### src/rtl/mem_access_ctrl.sv
// rtl/mem_access_ctrl.sv - load/store access controller with read latency and byte/halfword read-modify-write
//
// Ports:
//   clk, rst_n          clock, asynchronous active-low reset
//   req, op, addr,      access request from the MEM stage (sampled only in IDLE)
//   wdata
//   busy, done,         status: busy while not IDLE, one-cycle done pulse,
//   misalign            misalign qualifies done for rejected accesses
//   rdata               extended load result, held until the next successful load
//   mem_addr, mem_wdata word-aligned address and full write word to data memory
//   mem_w, mem_r        data memory write / read enables
//   mem_rdata           data memory read word, big-endian byte order
module mem_access_ctrl #(
    parameter int RD_LAT = 4
) (
    input  logic        clk,
    input  logic        rst_n,
    input  logic        req,
    input  logic [2:0]  op,
    input  logic [31:0] addr,
    input  logic [31:0] wdata,
    output logic        busy,
    output logic        done,
    output logic        misalign,
    output logic [31:0] rdata,
    output logic [31:0] mem_addr,
    output logic [31:0] mem_wdata,
    output logic        mem_w,
    output logic        mem_r,
    input  logic [31:0] mem_rdata
);

    localparam logic [2:0] OP_LB  = 3'b000;
    localparam logic [2:0] OP_LBU = 3'b001;
    localparam logic [2:0] OP_LH  = 3'b010;
    localparam logic [2:0] OP_LHU = 3'b011;
    localparam logic [2:0] OP_LW  = 3'b100;
    localparam logic [2:0] OP_SB  = 3'b101;
    localparam logic [2:0] OP_SH  = 3'b110;
    localparam logic [2:0] OP_SW  = 3'b111;

    localparam logic [3:0] CNT_INIT = 4'(RD_LAT - 1);

    typedef enum logic [2:0] {
        S_IDLE,
        S_READ_WAIT,
        S_RMW_READ,
        S_WRITE,
        S_DONE
    } state_t;

    state_t      state, state_d;
    logic [3:0]  cnt, cnt_d;
    logic [2:0]  op_q, op_d;
    logic [1:0]  off_q, off_d;
    logic [31:0] wdata_q, wdata_d;
    logic        busy_d, done_d, misalign_d, mem_w_d, mem_r_d;
    logic [31:0] rdata_d, mem_addr_d, mem_wdata_d;

    // Extract and extend the addressed lane of a big-endian word.
    function automatic logic [31:0] load_ext(input logic [2:0] o, input logic [1:0] off,
                                             input logic [31:0] w);
        logic [7:0]  b;
        logic [15:0] h;
        logic [31:0] r;
        case (off)
            2'd0:    b = w[31:24];
            2'd1:    b = w[23:16];
            2'd2:    b = w[15:8];
            default: b = w[7:0];
        endcase
        h = off[1] ? w[15:0] : w[31:16];
        case (o)
            OP_LB:   r = {{24{b[7]}}, b};
            OP_LBU:  r = {24'd0, b};
            OP_LH:   r = {{16{h[15]}}, h};
            OP_LHU:  r = {16'd0, h};
            default: r = w;
        endcase
        return r;
    endfunction

    // Replace the addressed byte (SB) or halfword (SH) of the old word with store data.
    function automatic logic [31:0] merge(input logic [2:0] o, input logic [1:0] off,
                                          input logic [31:0] w, input logic [31:0] d);
        logic [31:0] r;
        r = w;
        if (o == OP_SB) begin
            case (off)
                2'd0:    r[31:24] = d[7:0];
                2'd1:    r[23:16] = d[7:0];
                2'd2:    r[15:8]  = d[7:0];
                default: r[7:0]   = d[7:0];
            endcase
        end else if (off[1]) begin
            r[15:0] = d[15:0];
        end else begin
            r[31:16] = d[15:0];
        end
        return r;
    endfunction

    always_ff @(posedge clk or negedge rst_n) begin
        if (!rst_n) begin
            state     <= S_IDLE;
            cnt       <= 4'd0;
            op_q      <= 3'd0;
            off_q     <= 2'd0;
            wdata_q   <= 32'd0;
            busy      <= 1'b0;
            done      <= 1'b0;
            misalign  <= 1'b0;
            mem_w     <= 1'b0;
            mem_r     <= 1'b0;
            rdata     <= 32'd0;
            mem_addr  <= 32'd0;
            mem_wdata <= 32'd0;
        end else begin
            state     <= state_d;
            cnt       <= cnt_d;
            op_q      <= op_d;
            off_q     <= off_d;
            wdata_q   <= wdata_d;
            busy      <= busy_d;
            done      <= done_d;
            misalign  <= misalign_d;
            mem_w     <= mem_w_d;
            mem_r     <= mem_r_d;
            rdata     <= rdata_d;
            mem_addr  <= mem_addr_d;
            mem_wdata <= mem_wdata_d;
        end
    end

    always_comb begin
        state_d     = state;
        cnt_d       = cnt;
        op_d        = op_q;
        off_d       = off_q;
        wdata_d     = wdata_q;
        done_d      = 1'b0;
        misalign_d  = 1'b0;
        mem_w_d     = mem_w;
        mem_r_d     = mem_r;
        rdata_d     = rdata;
        mem_addr_d  = mem_addr;
        mem_wdata_d = mem_wdata;

        case (state)
            S_IDLE: begin
                if (req) begin
                    op_d       = op;
                    off_d      = addr[1:0];
                    wdata_d    = wdata;
                    mem_addr_d = {addr[31:2], 2'b00};
                    if ((((op == OP_LH) || (op == OP_LHU) || (op == OP_SH)) && addr[0]) ||
                        (((op == OP_LW) || (op == OP_SW)) && (addr[1:0] != 2'b00))) begin
                        state_d    = S_DONE;
                        done_d     = 1'b1;
                        misalign_d = 1'b1;
                    end else if (op == OP_SW) begin
                        state_d     = S_WRITE;
                        mem_wdata_d = wdata;
                        mem_w_d     = 1'b1;
                    end else begin
                        // Sub-word stores need the old word first, so they read like loads.
                        state_d = (op == OP_SB || op == OP_SH) ? S_RMW_READ : S_READ_WAIT;
                        mem_r_d = 1'b1;
                        cnt_d   = CNT_INIT;
                    end
                end
            end
            S_READ_WAIT: begin
                if (cnt == 4'd0) begin
                    rdata_d = load_ext(op_q, off_q, mem_rdata);
                    mem_r_d = 1'b0;
                    state_d = S_DONE;
                    done_d  = 1'b1;
                end else begin
                    cnt_d = cnt - 4'd1;
                end
            end
            S_RMW_READ: begin
                if (cnt == 4'd0) begin
                    mem_wdata_d = merge(op_q, off_q, mem_rdata, wdata_q);
                    mem_r_d     = 1'b0;
                    mem_w_d     = 1'b1;
                    state_d     = S_WRITE;
                end else begin
                    cnt_d = cnt - 4'd1;
                end
            end
            S_WRITE: begin
                mem_w_d = 1'b0;
                state_d = S_DONE;
                done_d  = 1'b1;
            end
            default: begin
                state_d = S_IDLE;
            end
        endcase

        busy_d = (state_d != S_IDLE);
    end

endmodule

### config.mk
export PLATFORM = sky130hd
export DESIGN_NAME = mem_access_ctrl
export DESIGN_NICKNAME = d
export VERILOG_FILES = /design/src/rtl/mem_access_ctrl.sv
export SDC_FILE = /design/constraint.sdc
export NUM_CORES = 1
export LEC_CHECK = 0
export CORE_ASPECT_RATIO = 1.4
export CORE_MARGIN = 1.5
export CORE_UTILIZATION = 34
export CTS_BUF_LIST = sky130_fd_sc_hd__clkbuf_8 sky130_fd_sc_hd__clkbuf_16
export CTS_CLUSTER_DIAMETER = 40
export DETAILED_ROUTE_END_ITERATION = 8
export REMOVE_ABC_BUFFERS = 1
export SETUP_SLACK_MARGIN = 0.02
export SYNTH_ARGS = -nofsm -noshare
export SYNTH_HDL_FRONTEND = slang
export SYNTH_SLANG_ARGS = --single-unit
### constraint.sdc
create_clock -name clk -period 5.8 [get_ports clk]
set_input_delay 1.74 -clock clk [delete_from_list [all_inputs] [get_ports clk]]
set_output_delay 1.74 -clock clk [all_outputs]
set_load 0.03 [all_outputs]
Word level (Yosys, flattened, before mapping)
Cells that the tools add are included.
- bits of input ports: 102
- output and inout bits: 101
- flip-flop bits (word level): 127
- bits in latches: 0
- RAM bits: 0
- memories kept: 0
- ROM bits: 0
- logic and storage cells: 102
- multiplexer cells: 42
- shift operators: 0
- bitwise gates (word level): 0
- equal/unequal tests: 22
- multipliers: 0
- divide/modulo/power cells: 0
- $add $sub $neg: 1
- reductions and logical operators: 24
- order comparisons: 0
- operators with widths (kind ; count):
    2-to-1 mux 32 bit ; 5
    one-hot mux 32 bit (4 select lines) ; 1
    one-hot mux 32 bit (2 select lines) ; 1
    2-to-1 mux 16 bit ; 3
    2-to-1 mux 8 bit ; 4
    one-hot mux 8 bit (3 select lines) ; 1
    AND reduction 5 bit ; 4
    equality test 3 x 2 -> 1 bit (second input constant) ; 6
    2-to-1 mux 4 bit ; 4
    equality test 3 bit (second input constant) ; 5
    2-to-1 mux 1 bit ; 12
    2-to-1 mux 3 bit ; 4
    inequality test 2 bit (second input constant) ; 6
    one-hot mux 3 bit (4 select lines) ; 1
    one-hot mux 4 bit (2 select lines) ; 1
    equality test 3 x 1 -> 1 bit (second input constant) ; 2
    logical NOT 3 bit ; 2
    one-hot mux 1 bit (3 select lines) ; 2
    nonzero test 2 bit ; 3
    nonzero test 3 bit ; 2
    logical OR 1 bit ; 5
    logical NOT 4 bit ; 1
    2-to-1 mux 2 bit ; 2
    AND reduction 2 bit ; 2
    9 further kinds ; 10

Logic depth before layout (Yosys ltp)
- depth after elaboration: 9
- depth in mapped cells: 9

Least setup slack after synthesis
No wires, ideal clock.
- path kind: input port to flip-flop
- from: in req
- to: reg mem_wdata[10]
- stages on the path: 5
- required time: 5679 ps
- library setup time: 121 ps
- arrival time: 3027 ps
- slack: 2652 ps
- path through: nor4b_2 -> a32oi_1 -> buf_2 -> clkbuf_1 -> a22o_1
- word-level cells in the longest chain between the ends: 2
- RTL lines (what ; line ; text):
    from (decl) ; 18 ; input logic req,
    inequality test 2 bit (no line) ; n/a ;
    AND reduction 5 bit (no line) ; n/a ;
    to (signal assigned) ; 131 ; mem_wdata <= mem_wdata_d;
    to (decl) ; 27 ; output logic [31:0] mem_wdata,
No other way between the ends.
A chain may end at the register's enable or synchronous reset.

Final worst setup path
- from: in req
- to: reg busy
- word-level cells in the longest chain between the ends: 3
- RTL lines (what ; line ; text):
    2-to-1 mux 3 bit ; 151 ; if (req) begin
    one-hot mux 3 bit (4 select lines) ; 149 ; case (state)
    net state_d[0] ; 52 ; state_t state, state_d;
    nonzero test 3 bit ; 203 ; busy_d = (state_d != S_IDLE);
    net busy_d ; 57 ; logic busy_d, done_d, misalign_d, mem_w_d, mem_r_d;
    to (signal assigned) ; 124 ; busy <= busy_d;
    to (decl) ; 22 ; output logic busy,
The timed path passes the listed nets, and every way through them passes these cells.

==> metrics.yaml <==
run_status: "completed"
power.combinational.fraction_pct: 49.1
cts_hold_buf: 0
postRouteWirelength_mm: 20.5
multiInputGateArea_um2: 2960
switching_share_pct: 43.2
antenna_found_initial: 3
synth_commonest_cells: "nand2_1, dfrtp_1, nor2_1"
regArea_um2: 3180
p_int_mw: 3.11
hold_violations: 0
drc: 0
wl_per_cell_um: 17.4
fmax_mhz: 276
slew_violations: 0
synthToLayoutAreaGrowth_pct: 43.8
critical-path-top-delay-family: "simple AND/OR/NAND/NOR gates"
grt-ovfl-total: 0
required_ns: 6.16
worstSetupPathType: "primary input to flop"
coreArea_um2: 18500
p_per_area_nw_per_um2: 593
final_cell_area_um2: 9220
drv_cap: 0
initial_core_util_pct: 34.6
ys_warn_count: 0
drt_iter0_drc: 445
grt_max_degree: 100
netlist_instances: 756
dp_hpwl_mm: 14.2
final_nets: 1027
r2r_end: "rdata[31]"
synth-async-reset-ratio_pct: 100
fin_skew_ns: 0.00805
hold_ws_ns: 0.470
post_dp_cell_area_um2: 8590
io_buffers: 200
synth_area_leaders: "dfrtp_1, nand2_1, o21ai_0"
cts.clk_slew.worst_paths_ns: 0.06
rsz0062_at_grt: "no"
nFillCells: 1803
clkSinkCount: 127
ys_seq_area_share_pct: 49.6
slowest_delay_ns: 0.90
power_frac_clock_pct: 20.9
viasPerCell: 5.12
place_congestion: 0.788
slew_headroom_pct: 27.6
crit_buf_inv: 2
synth_ff_type: "dfrtp_1"
start_kind: "primary input"
crit_cells: 6
finalSetupViolCount: 0
finalCritPeriodShare_pct: 62.5
die_area_um2: 19700
synth-seq-cells: 127
r2r_slack_ns: 3.08
yosysMostFrequentCell: "nand2_1"
vdd_drop_max_mv: 0.221
cts_root_buf: "clkbuf_16"
boundaryPins: 203
fin_crit_ns: 3.63
yosys.area.top_type: "dfrtp_1"
avgSynthCellArea_um2: 8.48
dieHeight_um: 166
grt_pass1_wl_mm: 33.0
die_w_um: 119
arrival_ns: 3.98
cp-startpoint: "req"
synth_cell_types: 51
placementRows: 59
insertion_delay_ns: 0.42
antenna_left: 0
drive_gt1_share_pct: 5.55
cts_setup_buffers: 0
worstRegToRegCells: 6
hold_path_class: "flop to flop"
cpMaxStageDelayCell: "or4b_2"
cp_max_fo: 34
gr-usage-all-layers_pct: 21.5
hp-start: "mem_addr[20]"
grt_pass1_vias: 5989
switching_power_mw: 2.36
vias: 6053
worstReg2RegStart: "cnt[1]"
syn_area_um2: 6410
htreeDepth: 4
cts-resized-gates: 0
dr.pass1.iters: 4
p_leak_nw: 4.01
end_kind: "flop"
synth_top_area_share_pct: 49.6
cts_tree: "done"
numCtsBuffers: 17
clockBufferDepth: 2
pwr-share-seq_pct: 30.1
tightest_slew_ns: 1.09
synth_edf_count: 0
path_cells: "clkdlybuf4s50_1 -> or4b_2 -> buf_4 -> a21oi_1 -> a22o_1 -> or3_1"
crit_path_end: "busy"
==> flip-flops by register name, indices dropped and copies added, names as in the netlist <==
signal	flops
done	1
busy	1
cnt	4
mem_wdata	32
mem_r	1
off_q	2
state	3
mem_addr	30
wdata_q	16
misalign	1
op_q	3
mem_w	1
rdata	32
==> layout by cell type (no fill, tap or decap), types with 16 or more instances in the layout <==
master             n
nor2_1            57
o211ai_1          21
clkbuf_16         17
inv_1             16
a22o_1            17
clkdlybuf4s50_1  199
o21ai_0           51
nand2_1          210
o31ai_1           24
nand3_1           34
a21oi_1           31
dfrtp_1          127
nor2b_1           20
==> worst min path at each step <==
stage / endpoint / slack (ns) / cells past startpoint
after detailed placement: mem_addr[20] / 0.46 / 2
after floorplan: wdata_q[12] / 0.44 / 2
after global placement: mem_addr[12] / 0.46 / 2
after global routing: mem_addr[17] / 0.49 / 2
after CTS: mem_addr[20] / 0.48 / 2
final: mem_addr[20] / 0.47 / 2
==> logic make-up after synthesis <==
| group | after synthesis | synth area share (%) |
|---|---|---|
| compound gates | 182 | 18.8 |
| fa+ha+maj | 1 | 0.195 |
| xor+xnor | 3 | 0.410 |
| simple gates | 355 | 24.2 |
| mux | 11 | 1.95 |
| buf+inv | 76 | 4.90 |
| flops | 127 | 49.6 |
| other cells | 1 | 0.0585 |
==> worst register-to-register path: cells and delay by family (launching register included) <==
| kind | cells | cell delay (ns) |
|---|---|---|
| flops | 1 | 0.38 |
| compound gates | 1 | 0.57 |
| simple gates | 3 | 1.39 |
| buf+inv | 1 | 0.09 |
| fa+ha+maj | 1 | 0.21 |
==> stage by stage <==
step / TNS [ns] / instances / setup slack (ns) / utilization [%] / total power [mW]
2_1_floorplan: -30.10 / 696 / -0.946 / - / 3.18
3_3_place_gp: 0 / 1149 / 1.80 / 46.3 / 4.33
3_5_place_dp: 0 / 1149 / 1.76 / 46.3 / 4.35
4_1_cts: 0 / 1181 / 2.19 / 49.8 / 5.52
5_1_grt: 0 / 1183 / 2.03 / 49.8 / 5.82
6_report: 0 / 1183 / 2.17 / 49.8 / 5.47
==> power groups by stage <==
stage                     Combinational, mW  Clock, mW  Sequential (mW)
final                                  2.69       1.14             1.64
after global routing                   2.92       1.20             1.70
after CTS                              2.71       1.17             1.65
after detailed placement               2.70          0             1.65
after global placement                 2.67          0             1.65
after floorplan                       0.927          0             2.25
==> area by class of cell <==
type / instances / area share [%]
Clock buffer: 20 / 5.06
Inverter: 15 / 0.610
Antenna cell: 2 / 0.0543
Tap cell: 244 / 3.31
Timing Repair Buffer: 209 / 22.6
Multi-Input combinational cell: 554 / 32.1
Clock inverter: 12 / 1.79
Sequential cell: 127 / 34.5
==> layer usage <==
| metal | part of all wire, % | GRT usage, % | wire (um) | up-vias |
|---|---|---|---|---|
| met3 | 6.4 | 5.91 | 1310 | 26 |
| met5 | 0 | 0 | 0 | - |
| met2 | 50 | 35.9 | 10300 | 197 |
| met1 | 42 | 26.8 | 8550 | 2900 |
| li1 | - | - | - | 2930 |
| met4 | 1.8 | 7.94 | 362 | 0 |
Note: power is estimated with default switching activity, not from simulation.
